--- src/rtl/cpu_types_pkg.sv ---
// Shared CPU types: word/register widths, MEM-stage FSM states,
// writeback-select and load-size encodings.
package cpu_types_pkg;

   typedef logic [31:0] word_t;
   typedef logic [4:0]  regbits_t;

   typedef enum logic [1:0] {
      IDLE = 2'd0,
      BUSY = 2'd1,
      HELD = 2'd2
   } mem_state_t;

   localparam logic [2:0] RDSEL_ALU  = 3'd0;
   localparam logic [2:0] RDSEL_LOAD = 3'd1;
   localparam logic [2:0] RDSEL_NPC  = 3'd2;
   localparam logic [2:0] RDSEL_IMM  = 3'd3;

   localparam logic [2:0] F3_LB  = 3'b000;
   localparam logic [2:0] F3_LH  = 3'b001;
   localparam logic [2:0] F3_LW  = 3'b010;
   localparam logic [2:0] F3_LBU = 3'b100;
   localparam logic [2:0] F3_LHU = 3'b101;

endpackage

--- src/rtl/load_extend.sv ---
// Little-endian byte/half/word extraction from a loaded word with sign or
// zero extension; unknown load sizes return the whole word.
module load_extend
   import cpu_types_pkg::*;
(
   input  logic [31:0] data,
   input  logic [1:0]  offset,
   input  logic [2:0]  func3,
   output logic [31:0] word
);

   logic [7:0]  byte_s;
   logic [15:0] half_s;

   always_comb begin
      case (offset)
         2'd0:    byte_s = data[7:0];
         2'd1:    byte_s = data[15:8];
         2'd2:    byte_s = data[23:16];
         default: byte_s = data[31:24];
      endcase
      if (offset[1]) begin
         half_s = data[31:16];
      end else begin
         half_s = data[15:0];
      end
      case (func3)
         F3_LB:   word = {{24{byte_s[7]}}, byte_s};
         F3_LH:   word = {{16{half_s[15]}}, half_s};
         F3_LBU:  word = {24'd0, byte_s};
         F3_LHU:  word = {16'd0, half_s};
         default: word = data;
      endcase
   end

endmodule

--- src/rtl/mem_stage.sv ---
// MEM pipeline stage: drives the data-cache request, tracks miss/held state,
// extracts load data and holds the MEM/WB pipeline register.
module mem_stage
   import cpu_types_pkg::*;
(
   input  logic        CLK,
   input  logic        RST,
   input  logic        en,
   input  logic        flush,
   input  logic [31:0] port_out_i,
   input  logic [31:0] rdat2_i,
   input  logic [4:0]  rd_i,
   input  logic        regWr_i,
   input  logic        dREN_i,
   input  logic        dWEN_i,
   input  logic        halt_i,
   input  logic [2:0]  func3_i,
   input  logic [2:0]  rdSel_i,
   input  logic [31:0] npc_i,
   input  logic [31:0] imm_i,
   input  logic        dhit,
   input  logic [31:0] dmemload,
   output logic        dmemREN,
   output logic        dmemWEN,
   output logic [31:0] dmemaddr,
   output logic [31:0] dmemstore,
   output logic        mem_stall,
   output logic        regWr_o,
   output logic [4:0]  rd_o,
   output logic [31:0] wdat_o,
   output logic        halt_o
);

   mem_state_t state_r, next_state_s;
   word_t      buf_r;
   word_t      ld_src_s, ld_word_s, wdat_s;
   logic       mem_op_s, capture_s, advance_s;

   assign mem_op_s  = (dREN_i | dWEN_i) & ~flush;
   assign dmemaddr  = {port_out_i[31:2], 2'b00};
   assign dmemstore = rdat2_i;
   assign advance_s = en & ~mem_stall;

   always_ff @(posedge CLK or posedge RST) begin
      if (RST) begin
         state_r <= IDLE;
      end else begin
         state_r <= next_state_s;
      end
   end

   always_comb begin
      next_state_s = state_r;
      if (flush) begin
         next_state_s = IDLE;
      end else begin
         case (state_r)
            IDLE: begin
               if (mem_op_s && !dhit)     next_state_s = BUSY;
               else if (mem_op_s && !en)  next_state_s = HELD;
               else                       next_state_s = IDLE;
            end
            BUSY: begin
               if (!mem_op_s)             next_state_s = IDLE;
               else if (!dhit)            next_state_s = BUSY;
               else if (en)               next_state_s = IDLE;
               else                       next_state_s = HELD;
            end
            HELD: begin
               if (en) next_state_s = IDLE;
               else    next_state_s = HELD;
            end
            default: next_state_s = IDLE;
         endcase
      end
   end

   // Request gating: RST and flush kill the request combinationally; a store wins over a load.
   always_comb begin
      dmemREN   = 1'b0;
      dmemWEN   = 1'b0;
      mem_stall = 1'b0;
      capture_s = 1'b0;
      ld_src_s  = dmemload;
      case (state_r)
         IDLE, BUSY: begin
            dmemWEN   = dWEN_i & ~flush & ~RST;
            dmemREN   = dREN_i & ~dWEN_i & ~flush & ~RST;
            mem_stall = mem_op_s & ~dhit & ~RST;
            capture_s = mem_op_s & dhit & ~en;
         end
         HELD: begin
            ld_src_s = buf_r;
         end
         default: begin
            ld_src_s = dmemload;
         end
      endcase
   end

   always_ff @(posedge CLK or posedge RST) begin
      if (RST) begin
         buf_r <= 32'd0;
      end else if (flush) begin
         buf_r <= 32'd0;
      end else if (capture_s) begin
         buf_r <= dmemload;
      end else begin
         buf_r <= buf_r;
      end
   end

   load_extend u_load_extend (
      .data   (ld_src_s),
      .offset (port_out_i[1:0]),
      .func3  (func3_i),
      .word   (ld_word_s)
   );

   always_comb begin
      case (rdSel_i)
         RDSEL_LOAD: wdat_s = ld_word_s;
         RDSEL_NPC:  wdat_s = npc_i;
         RDSEL_IMM:  wdat_s = imm_i;
         default:    wdat_s = port_out_i;
      endcase
   end

   // MEM/WB register: flush inserts a bubble but never clears the sticky halt.
   always_ff @(posedge CLK or posedge RST) begin
      if (RST) begin
         regWr_o <= 1'b0;
         rd_o    <= 5'd0;
         wdat_o  <= 32'd0;
         halt_o  <= 1'b0;
      end else if (flush) begin
         regWr_o <= 1'b0;
         rd_o    <= 5'd0;
         wdat_o  <= 32'd0;
         halt_o  <= halt_o;
      end else if (advance_s) begin
         regWr_o <= regWr_i & (rd_i != 5'd0);
         rd_o    <= rd_i;
         wdat_o  <= wdat_s;
         halt_o  <= halt_o | halt_i;
      end else begin
         regWr_o <= regWr_o;
         rd_o    <= rd_o;
         wdat_o  <= wdat_o;
         halt_o  <= halt_o;
      end
   end

endmodule

--- config.mk ---
export PLATFORM = sky130hd
export DESIGN_NAME = mem_stage
export DESIGN_NICKNAME = d
export VERILOG_FILES = /design/src/rtl/cpu_types_pkg.sv /design/src/rtl/load_extend.sv /design/src/rtl/mem_stage.sv
export SDC_FILE = /design/constraint.sdc
export NUM_CORES = 1
export LEC_CHECK = 0
export ABC_AREA = 1
export CELL_PAD_IN_SITES_DETAIL_PLACEMENT = 0
export CELL_PAD_IN_SITES_GLOBAL_PLACEMENT = 2
export CORE_ASPECT_RATIO = 0.6
export CORE_MARGIN = 5
export CORE_UTILIZATION = 18
export CTS_BUF_LIST = sky130_fd_sc_hd__clkbuf_16
export DETAILED_ROUTE_END_ITERATION = 10
export PLACE_DENSITY_LB_ADDON = 0.2
export SLEW_MARGIN = 25
export SYNTH_ARGS = -nofsm -noshare
export SYNTH_HDL_FRONTEND = slang
export SYNTH_SLANG_ARGS = --single-unit
--- constraint.sdc ---
create_clock -name CLK -period 2.7 [get_ports CLK]
set_input_delay 0.54 -clock CLK [delete_from_list [all_inputs] [get_ports CLK]]
set_output_delay 0.54 -clock CLK [all_outputs]
set_load 0.01 [all_outputs]
==> results_dict.tcl <==
set metrics [dict create \
    outcome "completed" \
    overall_die_area_mm2 0.03369 \
    cts.path.max_buffers 2 \
    net-switching-power_w 0.001049 \
    hold_path_end "wdat_o[24]" \
    critical_path.startpoint_type "primary input" \
    route.detailed.drc 0 \
    worst_r2r_endpoint "wdat_o[26]" \
    grt_pass1_vias 5815 \
    criticalPathCategory "in -> out" \
    regToRegStartpoint "state_r[1]" \
    drt-pass1-iter-count 4 \
    synthArstFlopShare_pct 100.0 \
    tightest_slew_ps 812.6 \
    chipWidth_um 233.6 \
    power_switching_share_pct 31.97 \
    first_pass_grt_wire_length_mm 35.89 \
    global_route.usage.total_pct 14.36 \
    detailed_place_hpwl_mm 19.11 \
    core.rowCount 49 \
    hold_start "wdat_o[24]" \
    synth_mux_area_share_pct 0 \
    number_of_antenna_violations_at_the_first_check_in_global_routing 1 \
    required_ps 2160 \
    power.share.clock_pct 34.0 \
    hold_buffer_count_at_cts 0 \
    max_slew_margin_pct 45.83 \
    vdd.ir_drop.worst_mv 0.2685 \
    place.gp.congestion 0.8395 \
    final.setup.tns_ps 0 \
    ys_types 33 \
    drt-vias-per-instance 4.086 \
    floorplan.die.height_um 144.2 \
    synth_top_cells_by_count "238 x sky130_fd_sc_hd__nand2_1, 101 x sky130_fd_sc_hd__inv_1, 73 x sky130_fd_sc_hd__dfrtp_1" \
    ys_top_cells_by_area "sky130_fd_sc_hd__dfrtp_1 34%, sky130_fd_sc_hd__nand2_1 17%, sky130_fd_sc_hd__buf_4 9.5%" \
    avgSynthCellArea_um2 6.811 \
    avgRoutedWirePerCell_um 17.97 \
    power_per_cell_area_mw_per_mm2 415.4 \
    wirelength_mm 24.33 \
    dominant_combinational_cell_family_by_area_after_synthesis "simple AND/OR/NAND/NOR gates" \
    path_max_fanout 4 \
    synth_simple_gate_area_share_pct 27.47 \
    drtAntennaViolNets 0 \
    post-synth-top-area-cell "sky130_fd_sc_hd__dfrtp_1" \
    areaGrowthSynthToFinish_pct 46.26 \
    grt_max_degree 43 \
    numClockSinks 73 \
    fill_cells 3383 \
    ys_ff_latch 73 \
    pin_count 286 \
    worstRegToRegCells 11 \
    seq_area_mm2 0.001827 \
    layout-drive-gt1-share_pct 7.619 \
    max_freq_ghz 0.3953 \
    critical_path_arrival_ps 1990 \
    synth-adder-area-share_pct 0 \
    synth-edff-count 0 \
    num-nets-final 1121 \
    area_taken_by_multi_input_logic_gates_mm2 0.002495 \
    type_of_element_capturing_the_critical_path "output port" \
    cts_root_buffer "sky130_fd_sc_hd__clkbuf_16" \
    grt_remaining_overflow 0 \
    postLayoutCoreUtil_pct 26.51 \
    yosysWarnings 0 \
    clkTransAtPathRegs_ps 60 \
    min_path_cells 2 \
    max_cap_viol_count 0 \
    vias 5532 \
    initial_core_util_pct 18.13 \
    cts_made_buffers 9 \
    hold_violations 0 \
    synth_compound_gate_area_share_pct 18.32 \
    yosysTopAreaCellShare_pct 33.82 \
    fin_skew_ps 8.495 \
    yosys.area_share.xor_xnor_pct 0 \
    min-delay-path-class "reg -> reg" \
    final_min_period_over_clock_period_pct 93.70 \
    final-max-slew-violation-count 0 \
    drt-initial-drc-count 331 \
    clk_latency_ps 360 \
    syn_inst 793 \
    timing.final.crit_period_ps 2530 \
    p_leak_nw 3.677 \
    share_comb_of_total_power_pct 29.2 \
    power_report.internal_total_w 0.002232 \
    setup-violations-final 0 \
    synth-seq-area-share_pct 33.82 \
    crit_start "RST" \
    cts-resized-gates 0 \
    postCtsSetupRepairBufs 0 \
    r2r_setup_slack_ps 690 \
    portBuffers 219 \
    dominantRegCellSynth "sky130_fd_sc_hd__dfrtp_1" \
    htree_num_levels 3 \
    pwr-share-seq_pct 36.8 \
    synth_area_mm2 0.005401 \
    tritoncts "built" \
    rsz0062_at_grt "no" \
    synth.most_common_cell "sky130_fd_sc_hd__nand2_1" \
    core_region_area_mm2 0.02980 \
]
[worst max-delay path, cell delays in order]
cell	delay [ps]
sky130_fd_sc_hd__clkdlybuf4s50_1	520
sky130_fd_sc_hd__clkinvlp_4	230
sky130_fd_sc_hd__nand2_1	160
sky130_fd_sc_hd__nor2_1	50
sky130_fd_sc_hd__clkdlybuf4s50_1	480
[power groups by stage]
| stage | sequential (W) | combinational, W | clock, W |
|---|---|---|---|
| after CTS | 0.00121 | 0.000981 | 0.00118 |
| after global placement | 0.00123 | 0.000980 | 0 |
| after detailed placement | 0.00123 | 0.000977 | 0 |
| final | 0.00121 | 0.000959 | 0.00112 |
| after global routing | 0.00122 | 0.00106 | 0.00121 |
| after floorplan | 0.00124 | 0.000478 | 0 |
[final cells by class]
class	instances	share of cell area (%)
clock inverter	6	0.3643
clock buffer	9	2.851
sequential	73	23.12
tap	408	6.462
multi-input combinational	507	31.58
inverter	108	5.179
antenna	1	0.03168
timing repair buffer	242	30.41
[sequential cells by signal, indices dropped and copies added, names as in the netlist]
| name | count |
|---|---|
| buf_r | 32 |
| wdat_o | 32 |
| rd_o | 5 |
| state_r | 2 |
| halt_o | 1 |
| regWr_o | 1 |
[routing by layer]
layer  track usage, %  up-vias  part of all wire, %
met4            2.686        2                 0.91
met5                0        -                0.029
met1            20.31     2576                   50
li1                 -     2792                    -
met2            21.46      148                   43
met3            4.867       14                  5.9
[layout by cell type, fill, tap and decap left out, drive strengths merged]
| cell | count |
|---|---|
| conb | 2 |
| nand2 | 242 |
| o31ai | 2 |
| inv | 109 |
| a21oi | 33 |
| nor3 | 1 |
| o211ai | 8 |
| nand3b | 2 |
| nand4 | 2 |
| dfrtp | 73 |
| nor2 | 23 |
| a221oi | 24 |
| clkbuf | 9 |
| clkinvlp | 2 |
| buf | 23 |
| nand3 | 62 |
| or2 | 7 |
| diode | 1 |
| a211oi | 8 |
| a22oi | 6 |
| o21ai | 81 |
| a31o | 1 |
| o21a | 1 |
| clkdlybuf4s50 | 219 |
| o22ai | 2 |
| clkinv | 3 |
[metrics by stage]
step,cell area [um2],total power [W],setup WS (ps),hold slack (ps),instances
floorplan,5409,0.001719,134.8,478.2,794
finish,7900,0.003281,170.1,477.7,1354
global route,7898,0.003494,83.12,497.1,1353
global placement,7644,0.002207,161.7,463.8,1338
CTS,7898,0.003370,155.9,482.1,1353
detailed placement,7644,0.002203,170.5,464.5,1338
[kinds of logic after synthesis]
family          count (synthesis)
simple gates                  339
buf+inv                       214
flops                          73
other cells                     1
compound gates                166
[worst max-delay path by stage]
stage / to / depth (start not counted)
final: dmemWEN / 5
after global routing: mem_stall / 7
after CTS: dmemWEN / 5
after detailed placement: mem_stall / 7
after global placement: mem_stall / 5
after floorplan: wdat_o[1] / 9
(Power assumes the default switching activity.)
